===== config.mk =====
export PLATFORM = sky130hd
export DESIGN_NAME = pipeline_controller_flat
export DESIGN_NICKNAME = d
export VERILOG_FILES = /design/src/rtl/pipeline_controller_pkg.sv /design/src/rtl/pipeline_controller_if.sv /design/src/rtl/pipeline_controller_hazard_unit.sv /design/src/rtl/pipeline_controller.sv /design/src/flat_wrapper.sv
export SDC_FILE = /design/constraint.sdc
export NUM_CORES = 1
export LEC_CHECK = 0
export ABC_AREA = 0
export CORE_MARGIN = 2
export CORE_UTILIZATION = 34
export CTS_CLUSTER_SIZE = 30
export DETAILED_ROUTE_END_ITERATION = 8
export GPL_TIMING_DRIVEN = 0
export HOLD_SLACK_MARGIN = 0.08
export PLACE_DENSITY = 0.78
export RECOVER_POWER = 100
export SYNTH_ARGS = -nofsm -noshare
export SYNTH_HDL_FRONTEND = slang
export SYNTH_SLANG_ARGS = --single-unit

===== constraint.sdc =====
create_clock -name CLK -period 1.8 [get_ports CLK]
set_input_delay 0.36 -clock CLK [delete_from_list [all_inputs] [get_ports CLK]]
set_output_delay 0.36 -clock CLK [all_outputs]
set_load 0.01 [all_outputs]

===== src/rtl/pipeline_controller_pkg.sv =====
// Shared types and default geometry for the pipeline control core.
// Stage indices count from IF (0) up to WB (NSTAGES-1).
package pipeline_controller_pkg;

  localparam int NSTAGES_DEF   = 5;
  localparam int ID_STAGE_DEF  = 1;
  localparam int EX_STAGE_DEF  = 2;
  localparam int MEM_STAGE_DEF = 3;
  localparam int RW_DEF        = 5;

  localparam int IF_STAGE = 0;
  localparam int WB_STAGE = NSTAGES_DEF - 1;

  typedef logic [RW_DEF-1:0]               regbits_t;
  typedef logic [$clog2(NSTAGES_DEF)-1:0]  stage_idx_t;

endpackage


===== src/rtl/pipeline_controller_if.sv =====
// Handshake bundle between the pipeline controller (master) and the datapath (slave).
// Decoded instruction fields and memory hits flow in; enables and memory requests flow out.
interface pipeline_controller_if
  import pipeline_controller_pkg::*;
#(
  parameter int NSTAGES = NSTAGES_DEF,
  parameter int RW      = RW_DEF
) ();

  logic               ihit;
  logic               dhit;
  logic [RW-1:0]      id_rs;
  logic [RW-1:0]      id_rt;
  logic               id_uses_rs;
  logic               id_uses_rt;
  logic               id_halt;
  logic               ex_memread;
  logic [RW-1:0]      ex_wsel;
  logic               ex_branch_taken;
  logic               mem_dREN;
  logic               mem_dWEN;
  logic [NSTAGES-1:0] stage_en;
  logic [NSTAGES-1:0] stage_valid;
  logic               imemREN;
  logic               dmemREN;
  logic               dmemWEN;
  logic               halt;

  modport master (
    input  ihit, dhit, id_rs, id_rt, id_uses_rs, id_uses_rt, id_halt,
           ex_memread, ex_wsel, ex_branch_taken, mem_dREN, mem_dWEN,
    output stage_en, stage_valid, imemREN, dmemREN, dmemWEN, halt
  );

  modport slave (
    output ihit, dhit, id_rs, id_rt, id_uses_rs, id_uses_rt, id_halt,
           ex_memread, ex_wsel, ex_branch_taken, mem_dREN, mem_dWEN,
    input  stage_en, stage_valid, imemREN, dmemREN, dmemWEN, halt
  );

endinterface


===== src/rtl/pipeline_controller_hazard_unit.sv =====
// Combinational load-use hazard and branch flush detection from the ID/EX fields.
// Register 0 is hard-wired, so a load targeting it never creates a dependency.
module pipeline_controller_hazard_unit #(
  parameter int RW = 5
) (
  input  logic          valid_id_i,
  input  logic          valid_ex_i,
  input  logic          ex_memread_i,
  input  logic          ex_branch_taken_i,
  input  logic [RW-1:0] ex_wsel_i,
  input  logic [RW-1:0] id_rs_i,
  input  logic [RW-1:0] id_rt_i,
  input  logic          id_uses_rs_i,
  input  logic          id_uses_rt_i,
  output logic          hazard_o,
  output logic          flush_o
);

  logic rs_match;
  logic rt_match;

  assign rs_match = id_uses_rs_i & (id_rs_i == ex_wsel_i);
  assign rt_match = id_uses_rt_i & (id_rt_i == ex_wsel_i);

  assign hazard_o = valid_ex_i & valid_id_i & ex_memread_i &
                    (ex_wsel_i != '0) & (rs_match | rt_match);

  assign flush_o  = valid_ex_i & ex_branch_taken_i;

endmodule


===== src/rtl/pipeline_controller.sv =====
// Pipeline control core: per-stage valid/halt markers, latch enables, stalls, bubbles,
// flushes, single-shot memory request gating and sticky halt.
module pipeline_controller
  import pipeline_controller_pkg::*;
#(
  parameter int NSTAGES   = NSTAGES_DEF,
  parameter int ID_STAGE  = ID_STAGE_DEF,
  parameter int EX_STAGE  = EX_STAGE_DEF,
  parameter int MEM_STAGE = MEM_STAGE_DEF,
  parameter int RW        = RW_DEF
) (
  input  logic                  CLK,
  input  logic                  nRST,
  pipeline_controller_if.master bus
);

  localparam int WB = NSTAGES - 1;

  logic [NSTAGES-1:1]          valid_q, valid_d;
  logic [NSTAGES-1:ID_STAGE+1] halt_v_q, halt_v_d;
  logic                        halt_pending_q, halt_pending_d;
  logic                        halt_q, halt_d;
  logic                        ihit_seen_q, ihit_seen_d;
  logic                        dhit_seen_q, dhit_seen_d;

  logic hazard;
  logic flush;
  logic front_stall;
  logic need_d;
  logic i_done;
  logic d_done;
  logic advance;
  logic fetching;

  pipeline_controller_hazard_unit #(.RW(RW)) u_hazard (
    .valid_id_i        (valid_q[ID_STAGE]),
    .valid_ex_i        (valid_q[EX_STAGE]),
    .ex_memread_i      (bus.ex_memread),
    .ex_branch_taken_i (bus.ex_branch_taken),
    .ex_wsel_i         (bus.ex_wsel),
    .id_rs_i           (bus.id_rs),
    .id_rt_i           (bus.id_rt),
    .id_uses_rs_i      (bus.id_uses_rs),
    .id_uses_rt_i      (bus.id_uses_rt),
    .hazard_o          (hazard),
    .flush_o           (flush)
  );

  // A taken branch squashes the dependent instruction anyway, so it overrides the stall.
  assign front_stall = hazard & ~flush;

  assign need_d   = valid_q[MEM_STAGE] & (bus.mem_dREN | bus.mem_dWEN);
  assign fetching = ~halt_pending_q & ~halt_q;
  assign i_done   = bus.ihit | ihit_seen_q | halt_pending_q;
  assign d_done   = ~need_d | bus.dhit | dhit_seen_q;
  assign advance  = i_done & d_done & ~halt_q;

  assign bus.imemREN     = fetching & ~ihit_seen_q;
  assign bus.dmemREN     = need_d & bus.mem_dREN & ~dhit_seen_q;
  assign bus.dmemWEN     = need_d & bus.mem_dWEN & ~dhit_seen_q;
  assign bus.halt        = halt_q;
  assign bus.stage_valid = {valid_q, fetching};

  genvar gi;

  generate
    for (gi = 0; gi < NSTAGES; gi++) begin : g_stage_en
      localparam bit FRONT = (gi <= EX_STAGE);
      assign bus.stage_en[gi] = advance & ~(front_stall & FRONT);
    end

    for (gi = 1; gi < NSTAGES; gi++) begin : g_valid
      localparam bit KILL   = (gi <= EX_STAGE);
      localparam bit HOLD   = (gi <  EX_STAGE);
      localparam bit BUBBLE = (gi == EX_STAGE);
      logic shift_v;

      if (gi == 1) begin : g_head
        assign shift_v = ~halt_pending_q;
      end else begin : g_body
        assign shift_v = valid_q[gi-1];
      end

      assign valid_d[gi] = ~advance                                 ? valid_q[gi] :
                           ((flush & KILL) | (front_stall & BUBBLE)) ? 1'b0        :
                           (front_stall & HOLD)                      ? valid_q[gi] :
                                                                       shift_v;
    end

    // Halt markers only exist downstream of decode, where the halt is first recognised.
    for (gi = ID_STAGE + 1; gi < NSTAGES; gi++) begin : g_halt_v
      localparam bit KILL   = (gi <= EX_STAGE);
      localparam bit HOLD   = (gi <  EX_STAGE);
      localparam bit BUBBLE = (gi == EX_STAGE);
      logic shift_h;

      if (gi == ID_STAGE + 1) begin : g_entry
        assign shift_h = valid_q[ID_STAGE] & bus.id_halt;
      end else begin : g_body
        assign shift_h = halt_v_q[gi-1];
      end

      assign halt_v_d[gi] = ~advance                                 ? halt_v_q[gi] :
                            ((flush & KILL) | (front_stall & BUBBLE)) ? 1'b0         :
                            (front_stall & HOLD)                      ? halt_v_q[gi] :
                                                                        shift_h;
    end
  endgenerate

  assign halt_pending_d = halt_pending_q |
                          (valid_q[ID_STAGE] & bus.id_halt & advance & ~flush);
  assign halt_d         = halt_q | (valid_q[WB] & halt_v_q[WB]);
  assign ihit_seen_d    = advance ? 1'b0 : (ihit_seen_q | bus.ihit);
  assign dhit_seen_d    = advance ? 1'b0 : (dhit_seen_q | bus.dhit);

  always_ff @(posedge CLK or negedge nRST) begin
    if (!nRST) begin
      valid_q        <= '0;
      halt_v_q       <= '0;
      halt_pending_q <= 1'b0;
      halt_q         <= 1'b0;
      ihit_seen_q    <= 1'b0;
      dhit_seen_q    <= 1'b0;
    end else begin
      valid_q        <= valid_d;
      halt_v_q       <= halt_v_d;
      halt_pending_q <= halt_pending_d;
      halt_q         <= halt_d;
      ihit_seen_q    <= ihit_seen_d;
      dhit_seen_q    <= dhit_seen_d;
    end
  end

endmodule


===== src/flat_wrapper.sv =====
// flat-port wrapper written by rule: the top's interface ports become plain ports
module pipeline_controller_flat import pipeline_controller_pkg::*;
#(
  parameter int NSTAGES   = NSTAGES_DEF,
  parameter int ID_STAGE  = ID_STAGE_DEF,
  parameter int EX_STAGE  = EX_STAGE_DEF,
  parameter int MEM_STAGE = MEM_STAGE_DEF,
  parameter int RW        = RW_DEF
)
  (CLK, nRST, bus_ihit, bus_dhit, bus_id_rs, bus_id_rt, bus_id_uses_rs, bus_id_uses_rt, bus_id_halt, bus_ex_memread, bus_ex_wsel, bus_ex_branch_taken, bus_mem_dREN, bus_mem_dWEN, bus_stage_en, bus_stage_valid, bus_imemREN, bus_dmemREN, bus_dmemWEN, bus_halt);
  pipeline_controller_if #(.NSTAGES(NSTAGES), .RW(RW)) bus_i ();
  input  logic CLK;
  input  logic nRST;
  input wire logic [$bits(bus_i.ihit)-1:0] bus_ihit;
  input wire logic [$bits(bus_i.dhit)-1:0] bus_dhit;
  input wire logic [$bits(bus_i.id_rs)-1:0] bus_id_rs;
  input wire logic [$bits(bus_i.id_rt)-1:0] bus_id_rt;
  input wire logic [$bits(bus_i.id_uses_rs)-1:0] bus_id_uses_rs;
  input wire logic [$bits(bus_i.id_uses_rt)-1:0] bus_id_uses_rt;
  input wire logic [$bits(bus_i.id_halt)-1:0] bus_id_halt;
  input wire logic [$bits(bus_i.ex_memread)-1:0] bus_ex_memread;
  input wire logic [$bits(bus_i.ex_wsel)-1:0] bus_ex_wsel;
  input wire logic [$bits(bus_i.ex_branch_taken)-1:0] bus_ex_branch_taken;
  input wire logic [$bits(bus_i.mem_dREN)-1:0] bus_mem_dREN;
  input wire logic [$bits(bus_i.mem_dWEN)-1:0] bus_mem_dWEN;
  output wire logic [$bits(bus_i.stage_en)-1:0] bus_stage_en;
  output wire logic [$bits(bus_i.stage_valid)-1:0] bus_stage_valid;
  output wire logic [$bits(bus_i.imemREN)-1:0] bus_imemREN;
  output wire logic [$bits(bus_i.dmemREN)-1:0] bus_dmemREN;
  output wire logic [$bits(bus_i.dmemWEN)-1:0] bus_dmemWEN;
  output wire logic [$bits(bus_i.halt)-1:0] bus_halt;
  assign bus_i.ihit = bus_ihit;
  assign bus_i.dhit = bus_dhit;
  assign bus_i.id_rs = bus_id_rs;
  assign bus_i.id_rt = bus_id_rt;
  assign bus_i.id_uses_rs = bus_id_uses_rs;
  assign bus_i.id_uses_rt = bus_id_uses_rt;
  assign bus_i.id_halt = bus_id_halt;
  assign bus_i.ex_memread = bus_ex_memread;
  assign bus_i.ex_wsel = bus_ex_wsel;
  assign bus_i.ex_branch_taken = bus_ex_branch_taken;
  assign bus_i.mem_dREN = bus_mem_dREN;
  assign bus_i.mem_dWEN = bus_mem_dWEN;
  assign bus_stage_en = bus_i.stage_en;
  assign bus_stage_valid = bus_i.stage_valid;
  assign bus_imemREN = bus_i.imemREN;
  assign bus_dmemREN = bus_i.dmemREN;
  assign bus_dmemWEN = bus_i.dmemWEN;
  assign bus_halt = bus_i.halt;
  pipeline_controller #(.NSTAGES(NSTAGES), .ID_STAGE(ID_STAGE), .EX_STAGE(EX_STAGE), .MEM_STAGE(MEM_STAGE), .RW(RW)) u_core (.CLK(CLK), .nRST(nRST), .bus(bus_i));
endmodule

Yosys cells after proc, flatten, opt, wreduce, memory -nomap -nowiden
Index checks and enable logic that the tools add are counted.
- register bits after elaboration: 11
- bits of input ports: 26
- output and inout bits: 14
- word-level logic and storage cells: 57
- equality and inequality tests: 3
- mux-type cells: 6
- bitwise gates (word level): 39
- reduce and logical (&&, ||, !) cells: 2
- operator list (operator ; count):
    $and 1x1->1 ; 22
    $eq 5x5->1 ; 2
    $or 1x1->1 ; 10
    $not 1->1 ; 7
    $mux 1 ; 6
    $reduce_bool 5->1 ; 1
    $ne 2x1->1 const B ; 1
    $reduce_and 2->1 ; 1

Depth between registers and ports, before layout
Gate-level depths: netlist (run 1).
- depth in word-level cells: 10
- gate-level depth with buffers: 5
- mapped depth without buffers: 4

By module
A second synthesis (run 1) with hierarchy kept.
- cells, all modules: 65
- area total of the unflattened synthesis: 694.4 µm²
- modules (own cells, without submodules) (module ; instances ; cells each ; area an instance (µm²) ; sequential area each (µm²)):
    pipeline_controller ; 1 ; 47 ; 556.8 ; 275.3
    pipeline_controller_hazard_unit ; 1 ; 18 ; 137.6 ; 0.0

Worst setup path before layout (run 1)
OpenSTA, ideal clock, no wires.
- kind: input to output
- from: input bus_ex_wsel[1]
- to: output bus_stage_en[1]
- arrival: 1.624 ns
- data required time: 1.440 ns
- path slack: -0.184 ns
- stages: 5
- path buffers: 1
- cell sequence: or4_4 > o2111ai_2 > a21oi_2 > a21boi_1 > buf_4
- cells in the longest elaborated chain, start to end: 7
- elaborated cells on any way between the ends: 11
- RTL lines (element ; RTL line ; source):
    start, declared ; flat_wrapper.sv:22 ; input wire logic [$bits(bus_i.ex_wsel)-1:0] bus_ex_wsel;
    $eq 5x5->1, on equally long branches ; pipeline_controller_hazard_unit.sv:22, pipeline_controller_hazard_unit.sv:23 ;
    $and 1x1->1, on equally long branches ; pipeline_controller_hazard_unit.sv:22, pipeline_controller_hazard_unit.sv:23 ;
    $or 1x1->1 ; pipeline_controller_hazard_unit.sv:26 ; (ex_wsel_i != '0) & (rs_match | rt_match);
    $and 1x1->1 (*) ; pipeline_controller_hazard_unit.sv:26 ;
    $and 1x1->1 (*) ; pipeline_controller.sv:50 ; assign front_stall = hazard & ~flush;
    $not 1->1 (*) ; - ;
    $and 1x1->1 (*) ; - ;
    end, declared ; flat_wrapper.sv:26 ; output wire logic [$bits(bus_i.stage_en)-1:0] bus_stage_en;
Every way passes the cells marked *; elsewhere a longest branch is shown, timed or not.

Worst setup path in the final report (run 1)
- from: input bus_ex_wsel[3]
- to: output bus_stage_en[1]
- cells in the longest elaborated chain, start to end: 7
- elaborated cells on any way between the ends: 11
- RTL lines (element ; RTL line ; source):
    $eq 5x5->1, on equally long branches ; pipeline_controller_hazard_unit.sv:22, pipeline_controller_hazard_unit.sv:23 ;
    $and 1x1->1, on equally long branches ; pipeline_controller_hazard_unit.sv:22, pipeline_controller_hazard_unit.sv:23 ;
    $or 1x1->1 ; pipeline_controller_hazard_unit.sv:26 ;
    $and 1x1->1 (*) ; pipeline_controller_hazard_unit.sv:26 ;
    $and 1x1->1 (*) ; pipeline_controller.sv:50 ;
    $not 1->1 (*) ; pipeline_controller.sv:69 ; assign bus.stage_en[gi] = advance & ~(front_stall & FRONT);
    $and 1x1->1 (*) ; pipeline_controller.sv:69 ;
Marks and branches as above.

==> results of run 1 <==
[worst max path at each step]
stage / slack, ns / end / cells past startpoint / startpoint
floorplan: -0.07 / bus_stage_en[1] / 5 / bus_ex_wsel[1]
global placement: -1.09 / bus_stage_en[2] / 7 / bus_ex_wsel[1]
global route: -0.34 / bus_stage_en[1] / 7 / bus_ex_wsel[3]
CTS: -0.31 / bus_stage_en[1] / 7 / bus_ex_wsel[3]
finish: -0.26 / bus_stage_en[1] / 7 / bus_ex_wsel[3]
detailed placement: -1.12 / bus_stage_en[1] / 7 / bus_ex_wsel[2]
[area by class of cell]
type	count	share of cell area, %
buffer	7	4.08
clock buffer	4	2.04
inverter	3	0.874
multi-input combinational	49	33.1
sequential	11	21.7
tap	27	2.62
timing repair buffer	51	35.6
[critical path, stage by stage]
cell and delay [ns]:
buf_8 0.09, or4_4 0.56, o2111ai_4 0.22, a21oi_2 0.07
a21boi_2 0.18, buf_4 0.14, buf_6 0.09
[what timing repair did]
action / in CTS / in global routing
hold endpoints to repair: 0 / 0
buffers inserted: 8 / 4
endpoints found under the setup margin: 10 / 7
gates resized for setup: 58 / 4
pin swaps: 5 / 5
hold buffers: 0 / 0
[placed cells by master, fill, tap and decap left out, drive strengths merged]
| cell | count |
|---|---|
| o22a | 1 |
| a31oi | 1 |
| nor2 | 6 |
| nand2b | 3 |
| mux2 | 5 |
| a21boi | 2 |
| xnor2 | 10 |
| dlygate4sd2 | 9 |
| o2111ai | 1 |
| nand4 | 3 |
| a21o | 1 |
| clkdlybuf4s50 | 20 |
| o311a | 1 |
| o22ai | 1 |
| nand2 | 4 |
| clkbuf | 4 |
| inv | 3 |
| o211ai | 1 |
| o2111a | 1 |
| or4 | 1 |
| or3 | 1 |
| nor3 | 2 |
| nand3 | 1 |
| a21oi | 2 |
| dfrtp | 11 |
| buf | 28 |
| dlygate4sd3 | 1 |
| mux2i | 1 |
[flip-flops by register name (all words and copies together) (netlist names)]
register and flops:
u_core.halt_v_q 3, u_core.valid_q 4, u_core.halt_pending_q 1, u_core.dhit_seen_q 1, u_core.bus.halt 1, u_core.ihit_seen_q 1
[metal layers]
metal | global-route usage [%] | wire length [µm] | up-vias
met1 | 15.5 | 682 | 343
met2 | 33.8 | 1070 | 36
met3 | 3.57 | 164 | 2
met5 | 0 | 0 | -
li1 | - | - | 352
met4 | 6.76 | 10 | 0
[logic make-up after synthesis]
family	synth area share [%]
buf+inv	10.3
mux	11.6
flops	37.6
simple gates	14.7
compound gates	13.8
xor+xnor	12.0
[per-stage QoR]
step           hold WS, ns  util (%)  cells
6_report             0.470      64.4    152
3_5_place_dp         0.474      57.9    137
3_3_place_gp         0.466      57.9    137
2_1_floorplan       0.0644         -     71
5_1_grt              0.507      64.4    152
4_1_cts              0.421      62.6    149
[power by group]
group          internal, mW  switching (mW)  total (mW)
registers             0.354          0.0988       0.453
clock network        0.0859          0.0841       0.170
logic                 0.561           0.312       0.873
total                  1.00           0.495        1.50
==> flow_summary.yaml, run 1 <==
outcome:
  status: "finished, violations left"
  violations: "setup timing"
placed_design:
  dpl.hpwl_um: 1400
  port_buffers: 39
  placed_area_um2: 1160
  gp_congestion: 0.692
  place_ws_ns: -1.12
drt:
  drt_wl_total_um: 1920
  vias: 733
  final_antenna_net_count: 0
  drcViolationCount: 0
  wire_per_inst_um: 12.7
  drtIter0Drc: 8
  first_pass_iters: 4
  via_per_inst: 4.82
sta:
  tns_ns: -0.724
  relSlewSlack_pct: 67.2
  slew_viol_final: 0
  finalHoldViolations: 0
  period_needed_ns: 2.06
  layout_setup_ws_ns: -0.262
  worst_slew_pin_slew_ns: 0.490
  clock_skew_ns: 0.00484
  post-route-period-util_pct: 115
  rsz0062_at_grt: "true"
  max_freq_mhz: 485
  setup_viol_count_final: 3
setup_path:
  r2r-end: "u_core.valid_q[3]"
  r2r_slack_ns: 0.21
  path_class: "input port to output pin"
  reg2reg_from: "u_core.dhit_seen_q"
  cp_max_fo: 3
  required_ns: 1.44
  cp-end-kind: "output pin"
  critical_path_arrival_ns: 1.70
  ff2ff_path_depth: 5
  critPathLaunchType: "input port"
synthesis:
  yosysMostFrequentCell: "dfrtp_1"
  synthesis.area_um2: 732
  syn_nets: 97
  synth.ff_latch_count: 11
  synth_cell_types: 27
  synth_ff_type: "dfrtp_1"
  synth_edf_count: 0
  synth-async-reset-ratio_pct: 100
  syn_inst: 71
  yosysWarnings: 0
  synthTopCellsByCount: "dfrtp_1, xnor2_1, buf_4"
  synth.top_cell.area_share_pct: 37.6
  ys_seq_area_share_pct: 37.6
  synth.area.top_cells: "dfrtp_1, xnor2_1, mux2_4"
  syn_avg_cell_area_um2: 10.3
  yosysTopAreaCell: "dfrtp_1"
power:
  p_leak_nw: 0.571
  power_per_cell_area_nw_per_um2: 1160
  total_power_mw: 1.50
  vdd.ir_drop.worst_mv: 0.571
clock_tree:
  cts_root_buf: "clkbuf_4"
  h-tree-depth: 1
  path_clk_slew_ns: 0.07
  clock_sinks: 11
  clock_latency_ns: 0.27
  cts_tree: "built"
  cts_buffers: 3
  cts_max_path_buffers: 2
min_path:
  min_path_cells: 2
  min_to: "u_core.ihit_seen_q"
  hold_path.class: "input port to register"
  worstHoldStart: "bus_ihit"
floorplanning:
  start_util_pct: 36.6
  core-area_um2: 2000
  die_w_um: 50.4
  die_h_um: 50.4
  die_area_um2: 2540
  std_cell_rows: 16
  pin_count: 40
layout:
  diodes: 0
  layout-drive-gt1-share_pct: 36.8
  multi_input_area_um2: 427
  final_nets: 152
  fin_area_um2: 1290
  syn2layout_area_growth_pct: 76.1
  fillers: 169
  area.sequential_um2: 279
grt:
  overflow: 0
  grt_max_degree: 12
  grt_pass1_vias: 762
  track_usage_pct: 16.6
  grt_pass1_wl_um: 3160
  antenna_found_initial: 0
job:
  drv_cap: 0
Power figures use the tool's default switching activity.
==> run 2, diff against run 1 <==
--- a/config.mk
+++ b/config.mk
@@ -6,6 +6,7 @@
 export NUM_CORES = 1
 export LEC_CHECK = 0
 export ABC_AREA = 0
+export CAP_MARGIN = 20
 export CORE_MARGIN = 2
 export CORE_UTILIZATION = 34
 export CTS_CLUSTER_SIZE = 30
==> results of run 2 <==
Final layout, timing and power as in run 1 (identical DEF).
==> run 3, diff against run 2 <==
--- a/config.mk
+++ b/config.mk
@@ -9,7 +9,6 @@
 export CAP_MARGIN = 20
 export CORE_MARGIN = 2
 export CORE_UTILIZATION = 34
-export CTS_CLUSTER_SIZE = 30
 export DETAILED_ROUTE_END_ITERATION = 8
 export GPL_TIMING_DRIVEN = 0
 export HOLD_SLACK_MARGIN = 0.08
==> results of run 3 <==
Final layout, timing and power as in run 1 (identical DEF).
